==> src/rtl/mc_controller_hs.sv <==
// -----------------------------------------------------------------------------
// mc_controller_hs
// Multi-cycle RV32I control FSM that drives the data_path control set.
// Memory accesses in FETCH/MEMREAD/MEMWRITE wait for a ready handshake. A
// run of wait cycles that is too long sends the FSM to TRAP. An illegal opcode
// or an unsupported branch func3 also sends it to TRAP. Retired
// instructions are counted.
//
// Ports
//   clk, rst           clock (rising edge), synchronous active-high reset
//   op, func3, func7   instruction fields from IR (func7 currently unused)
//   zero, negetive     ALU flags used to resolve branches
//   mem_ready          memory completes the current access this cycle
//   pc_en .. imm_src   data_path control strobes and mux selects
//   mem_req            a memory access is in progress
//   trap               FSM is halted in TRAP (sticky until rst)
//   retire             one-cycle pulse when an instruction completes
//   instret            retired-instruction count, wraps to 0
// -----------------------------------------------------------------------------
module mc_controller_hs #(
    parameter bit MEM_HS  = 1'b1,
    parameter int TIMEOUT = 16,
    parameter int CNT_W   = 32
) (
    input  logic             clk,
    input  logic             rst,
    input  logic [6:0]       op,
    input  logic [2:0]       func3,
    input  logic [6:0]       func7,
    input  logic             zero,
    input  logic             negetive,
    input  logic             mem_ready,
    output logic             pc_en,
    output logic             adr_src,
    output logic             mem_write,
    output logic             IR_write,
    output logic             reg_write,
    output logic [1:0]       alusrcA,
    output logic [1:0]       alusrcB,
    output logic [2:0]       aluop,
    output logic [1:0]       result_src,
    output logic [2:0]       imm_src,
    output logic             mem_req,
    output logic             trap,
    output logic             retire,
    output logic [CNT_W-1:0] instret
);

    localparam logic [6:0] OP_LOAD   = 7'b0000011;
    localparam logic [6:0] OP_STORE  = 7'b0100011;
    localparam logic [6:0] OP_RTYPE  = 7'b0110011;
    localparam logic [6:0] OP_ITYPE  = 7'b0010011;
    localparam logic [6:0] OP_BRANCH = 7'b1100011;
    localparam logic [6:0] OP_JAL    = 7'b1101111;
    localparam logic [6:0] OP_JALR   = 7'b1100111;
    localparam logic [6:0] OP_LUI    = 7'b0110111;

    // Wide enough to hold the value TIMEOUT itself.
    localparam int TW = (TIMEOUT < 1) ? 1 : $clog2(TIMEOUT + 1);

    typedef enum logic [3:0] {
        S_FETCH, S_DECODE, S_MEMADR, S_MEMREAD, S_MEMWB, S_MEMWRITE,
        S_EXEC_R, S_EXEC_I, S_ALUWB, S_BRANCH, S_JAL, S_JALR, S_LINK,
        S_LUI, S_TRAP
    } state_t;

    state_t            state_reg, state_next;
    logic [TW-1:0]     wait_cnt_reg, wait_cnt_next;
    logic [CNT_W-1:0]  instret_reg;

    logic mem_state;
    logic ready;
    logic timeout_hit;
    logic branch_valid;
    logic branch_taken;
    logic unused_func7;

    assign unused_func7 = ^func7;

    assign mem_state = (state_reg == S_FETCH) || (state_reg == S_MEMREAD) ||
                       (state_reg == S_MEMWRITE);

    // Without the handshake every access completes in its first cycle.
    assign ready = !MEM_HS || mem_ready;

    generate
        if (MEM_HS && (TIMEOUT != 0)) begin : g_timeout
            assign timeout_hit = mem_state && !mem_ready &&
                                 (wait_cnt_reg == TW'(TIMEOUT));
        end else begin : g_no_timeout
            assign timeout_hit = 1'b0;
        end
    endgenerate

    always_comb begin
        branch_valid = 1'b1;
        branch_taken = 1'b0;
        case (func3)
            3'b000:  branch_taken = zero;
            3'b001:  branch_taken = !zero;
            3'b100:  branch_taken = negetive;
            3'b101:  branch_taken = !negetive;
            default: branch_valid = 1'b0;
        endcase
    end

    // ---------------------------------------------------------------- state
    always_ff @(posedge clk) begin
        if (rst) begin
            state_reg    <= S_FETCH;
            wait_cnt_reg <= '0;
            instret_reg  <= '0;
        end else begin
            state_reg    <= state_next;
            wait_cnt_reg <= wait_cnt_next;
            if (retire) begin
                instret_reg <= instret_reg + CNT_W'(1);
            end
        end
    end

    // ----------------------------------------------------------- next state
    always_comb begin
        state_next    = state_reg;
        // The wait counter runs only while an access is stalled. Any completed
        // access, or any non-memory state, clears it.
        wait_cnt_next = (mem_state && !ready && !timeout_hit) ?
                        wait_cnt_reg + TW'(1) : '0;
        case (state_reg)
            S_FETCH: begin
                if (timeout_hit)  state_next = S_TRAP;
                else if (ready)   state_next = S_DECODE;
            end
            S_DECODE: begin
                case (op)
                    OP_LOAD, OP_STORE: state_next = S_MEMADR;
                    OP_RTYPE:          state_next = S_EXEC_R;
                    OP_ITYPE:          state_next = S_EXEC_I;
                    OP_BRANCH:         state_next = S_BRANCH;
                    OP_JAL:            state_next = S_JAL;
                    OP_JALR:           state_next = S_JALR;
                    OP_LUI:            state_next = S_LUI;
                    default:           state_next = S_TRAP;
                endcase
            end
            S_MEMADR:   state_next = (op == OP_LOAD) ? S_MEMREAD : S_MEMWRITE;
            S_MEMREAD: begin
                if (timeout_hit)  state_next = S_TRAP;
                else if (ready)   state_next = S_MEMWB;
            end
            S_MEMWB:    state_next = S_FETCH;
            S_MEMWRITE: begin
                if (timeout_hit)  state_next = S_TRAP;
                else if (ready)   state_next = S_FETCH;
            end
            S_EXEC_R:   state_next = S_ALUWB;
            S_EXEC_I:   state_next = S_ALUWB;
            S_ALUWB:    state_next = S_FETCH;
            S_BRANCH:   state_next = branch_valid ? S_FETCH : S_TRAP;
            S_JAL:      state_next = S_LINK;
            S_JALR:     state_next = S_LINK;
            S_LINK:     state_next = S_FETCH;
            S_LUI:      state_next = S_FETCH;
            S_TRAP:     state_next = S_TRAP;
            default:    state_next = S_TRAP;
        endcase
    end

    // -------------------------------------------------------------- outputs
    always_comb begin
        pc_en      = 1'b0;
        adr_src    = 1'b0;
        mem_write  = 1'b0;
        IR_write   = 1'b0;
        reg_write  = 1'b0;
        alusrcA    = 2'b00;
        alusrcB    = 2'b00;
        aluop      = 3'b000;
        result_src = 2'b00;
        imm_src    = 3'b000;
        mem_req    = 1'b0;
        trap       = 1'b0;
        retire     = 1'b0;
        case (state_reg)
            S_FETCH: begin
                mem_req    = 1'b1;
                alusrcB    = 2'b10;
                result_src = 2'b10;
                IR_write   = ready;
                pc_en      = ready;
            end
            S_DECODE: begin
                alusrcA = 2'b01;
                alusrcB = 2'b01;
                case (op)
                    OP_STORE:  imm_src = 3'b001;
                    OP_BRANCH: imm_src = 3'b010;
                    OP_JAL:    imm_src = 3'b011;
                    OP_LUI:    imm_src = 3'b100;
                    default:   imm_src = 3'b000;
                endcase
            end
            S_MEMADR: begin
                alusrcA = 2'b10;
                alusrcB = 2'b01;
                imm_src = (op == OP_STORE) ? 3'b001 : 3'b000;
            end
            S_MEMREAD: begin
                adr_src = 1'b1;
                mem_req = 1'b1;
            end
            S_MEMWB: begin
                result_src = 2'b01;
                reg_write  = 1'b1;
                retire     = 1'b1;
            end
            S_MEMWRITE: begin
                adr_src   = 1'b1;
                mem_req   = 1'b1;
                mem_write = ready;
                retire    = ready;
            end
            S_EXEC_R: begin
                alusrcA = 2'b10;
                aluop   = 3'b010;
            end
            S_EXEC_I: begin
                alusrcA = 2'b10;
                alusrcB = 2'b01;
                aluop   = 3'b011;
            end
            S_ALUWB: begin
                reg_write = 1'b1;
                retire    = 1'b1;
            end
            S_BRANCH: begin
                alusrcA = 2'b10;
                aluop   = 3'b001;
                pc_en   = branch_valid && branch_taken;
                retire  = branch_valid;
            end
            S_JAL: begin
                pc_en = 1'b1;
            end
            S_JALR: begin
                alusrcA    = 2'b10;
                alusrcB    = 2'b01;
                result_src = 2'b10;
                pc_en      = 1'b1;
            end
            S_LINK: begin
                alusrcA    = 2'b01;
                alusrcB    = 2'b10;
                result_src = 2'b10;
                reg_write  = 1'b1;
                retire     = 1'b1;
            end
            S_LUI: begin
                imm_src    = 3'b100;
                result_src = 2'b11;
                reg_write  = 1'b1;
                retire     = 1'b1;
            end
            S_TRAP: begin
                trap = 1'b1;
            end
            default: begin
                trap = 1'b1;
            end
        endcase
        // Reset suppresses every output at once, so an aborted instruction
        // cannot write anything in the reset cycle.
        if (rst) begin
            pc_en      = 1'b0;
            adr_src    = 1'b0;
            mem_write  = 1'b0;
            IR_write   = 1'b0;
            reg_write  = 1'b0;
            alusrcA    = 2'b00;
            alusrcB    = 2'b00;
            aluop      = 3'b000;
            result_src = 2'b00;
            imm_src    = 3'b000;
            mem_req    = 1'b0;
            trap       = 1'b0;
            retire     = 1'b0;
        end
    end

    assign instret = rst ? '0 : instret_reg;

endmodule

==> config.mk <==
export PLATFORM = sky130hd
export DESIGN_NAME = mc_controller_hs
export DESIGN_NICKNAME = d
export VERILOG_FILES = /design/src/rtl/mc_controller_hs.sv
export SDC_FILE = /design/constraint.sdc
export NUM_CORES = 1
export LEC_CHECK = 0
export ABC_AREA = 1
export BUFFER_PORTS_ARGS = -buffer_cell sky130_fd_sc_hd__buf_4
export CAP_MARGIN = 25
export CORE_ASPECT_RATIO = 1.5
export CORE_MARGIN = 2
export CORE_UTILIZATION = 44
export DETAILED_ROUTE_END_ITERATION = 10
export MAX_ROUTING_LAYER = met4
export PLACE_DENSITY = 0.77
export SLEW_MARGIN = 30
export SYNTH_ARGS = -nofsm -noshare
export SYNTH_HDL_FRONTEND = slang
export SYNTH_SLANG_ARGS = --single-unit
==> constraint.sdc <==
create_clock -name clk -period 1.73 [get_ports clk]
set_input_delay 0.173 -clock clk [delete_from_list [all_inputs] [get_ports clk]]
set_output_delay 0.173 -clock clk [all_outputs]
set_load 0.01 [all_outputs]
==> results by group, run 1 <==
Run status
  • Status: completed

Yosys
  • Async set-reset flop share out of synthesis: 0
  • Most frequent cell after synthesis: nand2_1
  • Syn Area/Cell: 5.64 sq um
  • Cell area after synthesis: 3210 sq um
  • Post-synth EDFFs: 0
  • Dominant synthesized flop cell: dfxtp_1
  • Post-synthesis sequential area ratio: 0.255
  • Top-area cell type share of the netlist area: 0.255
  • Yosys reg bits: 41
  • Ys Warns: 0
  • Syn_nets: 595
  • Cell taking the most area after synthesis: dfxtp_1
  • Mapped Cells: 570
  • Largest cells by area after synthesis: dfxtp_1, nand2_1, nor2_1
  • Commonest cells in the netlist: nand2_1, nor2_1, inv_1
  • Library cells used by synthesis: 33

Route
  • Vias per cell: 4.92
  • DR vias: 3708
  • Post-route ant nets: 0
  • DR WL/cell: 12.4 um
  • Starting DRT DRC Count: 177
  • DRT Pass-1 Iters: 4
  • DRT Wirelength: 9330 um
  • DRC Markers: 0

Layout
  • Share of cells above drive strength 1: 0.243
  • Fin nets: 678
  • Largest register FFs: 32
  • Post-route insts no fill: 754
  • Diodes inserted: 0
  • Fill cells: 726
  • Area delta synth->final: 30.6%

Power
  • Comb pwr share: 0.448
  • Leakage: 0.00177 uW
  • Total Power: 3740 uW
  • Share of power burned in registers: 0.305
  • Power Density: 891 nW/um^2
  • Psw: 1460 uW
  • Switching Fraction: 0.391
  • Power Internal: 2280 uW
  • Power share of the clock group: 0.247
  • Peak supply drop: 0.675 mV

Setup path
  • Nature of the critical path startpoint: flop
  • CP arrival: 1.54 ns
  • Worst Setup Path Type: reg2out
  • Critical-path maximum fanout: 4
  • Crit. End Element: output port
  • Required time of the critical path: 1.56 ns

Clocking
  • CTS Buf Count: 5
  • Worst-path clk slew: 0.08 ns
  • CTS tree: yes
  • Num Clock Sinks: 41
  • CTS Buffer Depth: 2
  • CTS HTree Levels: 2
  • Worst skew pair latency: 0.30 ns
  • CTS root buffer: clkbuf_8

Floorplanning
  • Full die area: 8020 sq um
  • Rows: 38
  • Total core area: 7180 sq um
  • Initial Util: 0.448
  • Die height: 109 um
  • Die width: 73.8 um
  • IO Count: 74

Timing
  • Period minus WS final: 1.72 ns
  • Setup TNS: 0 ns
  • Max Clk Rate: 583 MHz
  • Setup repair after global routing missed its margin: yes
  • Setup violators final: 0
  • Hold Fails Final Rpt: 0
  • Skew final: 0.00708 ns
  • Fin crit share: 0.992
  • Final Max Tran Viols: 0

Global route
  • Global route total overflow: 0
  • All-layer global routing usage: 0.252
  • Largest net degree at the start of global routing: 69
  • Vias in the first global route: 3507
  • Initial antenna violation count: 0
  • First-pass GRT wire length: 15300 um

Place
  • Detailed placement HPWL: 7260 um
  • Placed cell count: 740
  • Buffers on Ports: 65
  • RD Place Congestion: 1.02

Run
  • Max Cap Violations: 0

Min path
  • Hold Path Class: in2reg
==> power by group through the flow <==
stage	Sequential [uW]	Clock [uW]	Combinational, uW
finish	1140	924	1680
global route	1160	978	1830
CTS	1100	946	1580
detailed placement	1100	0	1470
global placement	1100	0	1480
floorplan	1080	0	985
==> path summary, 6_finish.rpt <==
| kind | from | end | slack, ns | cells past startpoint |
|---|---|---|---|---|
| max | state_reg[0] | pc_en | 0.01 | 7 |
| max reg2reg | instret_reg[9] | instret_reg[25] | 0.15 | 9 |
| min reg2reg | wait_cnt_reg[0] | wait_cnt_reg[0] | 0.49 | 1 |
| min | func3[1] | state_reg[3] | 0.25 | 3 |
==> layout by cell type, fill, tap and decap left out, types with 4 or more instances in the layout <==
master / n
a21oi_2: 17
nand3_1: 34
nand2_1: 188
dfxtp_1: 36
nor2_4: 4
dfxtp_4: 4
buf_4: 88
nor2_1: 115
xor2_1: 11
nor2_2: 9
nand2_2: 10
o21ai_0: 5
inv_1: 62
nand4_1: 4
a21oi_1: 14
nor3_1: 6
clkbuf_8: 5
==> cell families after synthesis <==
family,count (synthesis),synth area share
other,1,0.00117
buffers and inverters,86,0.116
AOI/OAI and AO/OA,47,0.0969
adders and majority gates,3,0.0117
and+or+nand+nor,381,0.489
DFF,41,0.255
xor gates and xnor gates,11,0.0300
==> metal layers <==
metal	global-route usage	vias up	share of wire
li1	-	1924	-
met2	0.446	107	0.53
met1	0.252	1640	0.37
met4	0.161	0	0.057
met5	-	-	0
met3	0.0370	37	0.044
==> worst max-delay path, cell delays in order (launching register included) <==
cell and delay [ns]:
dfxtp_4 0.39, inv_4 0.04, nor2_4 0.08, nand3b_1 0.17, a21oi_2 0.16, o21ai_2 0.09
a31oi_1 0.15, buf_4 0.14
==> what timing repair did <==
action / CTS / global route
hold buffers: 0 / 0
pin swaps: 3 / 3
buffers inserted: 2 / 3
endpoints found under the hold margin: 0 / 0
gates resized for setup: 13 / 28
endpoints found under the setup margin: 8 / 19
gates cloned: 1 / 0
==> stage by stage <==
| stage | hold WS [ns] | cell area, sq um | setup slack (ns) | utilization |
|---|---|---|---|---|
| after floorplan | 0.392 | 3210 | 0.296 | - |
| after CTS | 0.240 | 4090 | -0.0829 | 0.570 |
| final | 0.245 | 4200 | 0.0138 | 0.585 |
| after global placement | 0.444 | 3890 | 0.0721 | 0.542 |
| after global routing | 0.258 | 4200 | -0.0619 | 0.585 |
| after detailed placement | 0.470 | 3890 | 0.0602 | 0.542 |
==> area by class of cell <==
cell class	instances	area, sq um	share of cell area
clock buffers	5	68.8	0.0164
clock inverters	3	65.1	0.0155
inverters	70	280	0.0667
multi-input cells	443	2110	0.503
flip-flops and latches	41	837	0.199
well taps	100	125	0.0298
repair buffers	91	703	0.167
repair inverters	1	8.76	0.00209
(Power assumes the default switching activity.)
==> run 2, diff against run 1 <==
--- a/config.mk
+++ b/config.mk
@@ -5,15 +5,14 @@
 export SDC_FILE = /design/constraint.sdc
 export NUM_CORES = 1
 export LEC_CHECK = 0
-export ABC_AREA = 1
-export BUFFER_PORTS_ARGS = -buffer_cell sky130_fd_sc_hd__buf_4
+export BUFFER_PORTS_ARGS = -buffer_cell sky130_fd_sc_hd__buf_2
 export CAP_MARGIN = 25
 export CORE_ASPECT_RATIO = 1.5
 export CORE_MARGIN = 2
 export CORE_UTILIZATION = 44
 export DETAILED_ROUTE_END_ITERATION = 10
 export MAX_ROUTING_LAYER = met4
-export PLACE_DENSITY = 0.77
+export PLACE_DENSITY = 0.79
 export SLEW_MARGIN = 30
 export SYNTH_ARGS = -nofsm -noshare
 export SYNTH_HDL_FRONTEND = slang
==> run 2 against run 1 <==
The run now ends with negative setup slack left. Design area down 5.2%. Final cell count down 27%. Critical endpoint is now instret_reg[27]. First-iteration DRC count is 18% higher. Global-route usage fell by 1.6 points. Critical path type is now reg2reg. Worst setup slack lost 0.37 ns. Largest cell class unchanged. Synthesized cell count decreased by 35%. Non-clock buffer count increased by 39. Utilization grew 6.9 points.
==> results by group, run 2 <==
Setup path
  • Critical path buffers and inverters: 0
  • Crit. End Element: flop
  • Required time of the critical path: 1.92 ns
  • CP arrival: 2.28 ns
  • Max incr delay on CP: 0.51 ns
  • Top delay family on crit path: simple AND/OR/NAND/NOR gates
  • Worst Setup Path Type: reg2reg
  • Critical-path maximum fanout: 3
  • Nature of the critical path startpoint: flop
  • Critical path cell sequence: and3b_1 -> or4b_4 -> nand3b_4 -> or4_4 -> mux2_4
  • Crit-path slowest cell: or4b_4

Global route
  • Initial antenna violation count: 0
  • First-pass GRT wire length: 12400 um
  • GR Util met3: 0.0324
  • Met1 Usage GRT: 0.236
  • Largest net degree at the start of global routing: 67
  • All-layer global routing usage: 0.236
  • Grt peak-use layer: met2
  • Global route total overflow: 0
  • Vias in the first global route: 2917
  • Met2 Use GR: 0.434

Route
  • DRT Pass-1 Iters: 4
  • DR vias: 3095
  • DR WL/cell: 14.8 um
  • DRT Wirelength: 8160 um
  • DRC Markers: 0
  • Starting DRT DRC Count: 208
  • Vias per cell: 5.62
  • Post-route ant nets: 0

Power
  • Total Power: 3850 uW
  • Comb pwr share: 0.555
  • Power share of the clock group: 0.169
  • Power Density: 966 nW/um^2
  • Leakage: 0.00172 uW
  • Share of power burned in registers: 0.276
  • Peak supply drop: 0.693 mV
  • Power Internal: 2290 uW
  • Switching Fraction: 0.405
  • Psw: 1560 uW

Clocking
  • Num Clock Sinks: 41
  • CTS tree: yes
  • CTS Buffer Depth: 2
  • CTS Buf Count: 5
  • CTS root buffer: clkbuf_8
  • CTS HTree Levels: 2
  • CTS hold repair buffers: 0
  • Worst skew pair latency: 0.30 ns
  • Worst-path clk slew: 0.08 ns

Layout
  • Multi-input combinational cell area: 2050 sq um
  • Share of cells above drive strength 1: 0.396
  • Fill cells: 466
  • Fin nets: 502
  • Largest register FFs: 32
  • Commonest non-fill, non-tap cells in the layout: buf_2, buf_4, nor2_1, dfxtp_1, nor2b_1
  • Post-route design area: 3980 sq um
  • Commonest non-fill, non-tap cell in the layout: buf_2
  • Area delta synth->final: 45.3%
  • Post-route insts no fill: 551
  • Final Util: 0.654
  • Diodes inserted: 0
  • Register Area: 827 sq um

Yosys
  • Syn_nets: 393
  • Commonest cells in the netlist: nor2_1, dfxtp_1, nor2b_1
  • Dominant synthesized flop cell: dfxtp_1
  • Post-synth EDFFs: 0
  • Ys Warns: 0
  • Cell taking the most area after synthesis: dfxtp_1
  • Library cells used by synthesis: 51
  • Async set-reset flop share out of synthesis: 0
  • Top-area cell type share of the netlist area: 0.300
  • Syn Area/Cell: 7.45 sq um
  • Post-synthesis sequential area ratio: 0.300
  • Yosys reg bits: 41
  • Cell area after synthesis: 2740 sq um
  • Most frequent cell after synthesis: nor2_1
  • Largest cells by area after synthesis: dfxtp_1, nor2b_1, nor2_1
  • Mapped Cells: 368

Timing
  • Final Max Tran Viols: 0
  • Skew final: 0.00553 ns
  • Final WS setup: -0.359 ns
  • Fin crit share: 1.21
  • Setup repair after global routing missed its margin: yes
  • Hold Fails Final Rpt: 0
  • Period minus WS final: 2.09 ns
  • Max Clk Rate: 479 MHz
  • Setup violators final: 28

Floorplanning
  • Initial Util: 0.450
  • Die height: 101 um
  • Full die area: 6890 sq um
  • Rows: 35
  • IO Count: 74
  • Total core area: 6090 sq um
  • Die width: 68.4 um

Place
  • Detailed placement HPWL: 5380 um
  • Placed inst area: 3490 sq um
  • Buffers on Ports: 65
  • RD Place Congestion: 0.886
  • Pre-CTS setup slack: -0.361 ns
  • Placed cell count: 531

Run
  • Max Cap Violations: 0

Min path
  • Hold Path Class: in2reg

Run status
  • Failing checks: negative setup slack
  • Status: finished, violations left
[run 2: power by group through the flow]
| stage | logic, uW | clock network [uW] | registers, uW |
|---|---|---|---|
| after global routing | 2290 | 688 | 1070 |
| after global placement | 1620 | 0 | 1080 |
| final | 2130 | 650 | 1060 |
| after floorplan | 1160 | 0 | 1060 |
| after CTS | 1910 | 647 | 1060 |
| after detailed placement | 1650 | 0 | 1080 |
[run 2: layer usage]
metal,wire length (um),vias up
li1,-,1512
met1,3110,1450
met2,4480,105
met3,320,28
met4,255,0
met5,0,-
[run 2: area by class of cell]
class / instances / share of cell area
clock buffers: 7 / 0.0217
repair buffers: 130 / 0.226
multi-input cells: 293 / 0.515
flip-flops and latches: 41 / 0.208
well taps: 74 / 0.0233
inverters: 6 / 0.00660
[run 2: what timing repair did]
action                     CTS  global route
gates cloned                 1             0
hold endpoints to repair     0             0
gates resized for setup     32            32
pin swaps                   18            16
buffers inserted            10             5
setup endpoints to repair   38            42
[run 2: worst reg2reg max path, delay by kind of cell, from the launching register on]
family / cells / cell delay (ns)
flops: 1 / 0.32
mux: 1 / 0.31
simple gates: 4 / 1.36
[run 2: worst paths after layout]
| path | cells after the start | endpoint | slack (ns) | start |
|---|---|---|---|---|
| setup / recovery | 5 | instret_reg[27] | -0.36 | state_reg[2] |
| setup reg to reg | 5 | instret_reg[27] | -0.36 | state_reg[2] |
| hold reg to reg | 1 | wait_cnt_reg[0] | 0.48 | wait_cnt_reg[0] |
| hold / removal | 4 | state_reg[1] | 0.27 | op[4] |
[run 2: cells by family (layout without fill, tap and decap cells)]
group / count (synthesis) / after routing / share of synthesized area
buf+inv: 34 / 143 / 0.0548
fa+ha+maj: 3 / 3 / 0.0137
mux: 5 / 5 / 0.0201
compound gates: 55 / 55 / 0.121
flops: 41 / 41 / 0.300
xor+xnor: 25 / 25 / 0.0799
simple gates: 204 / 204 / 0.409
other cells: 1 / 1 / 0.00137
[run 2: stage by stage]
stage,hold WS [ns],TNS (ns)
floorplan,0.344,-4.36
global placement,0.444,-2.22
detailed placement,0.471,-3.09
CTS,0.245,-3.03
global route,0.298,-6.05
finish,0.270,-3.53
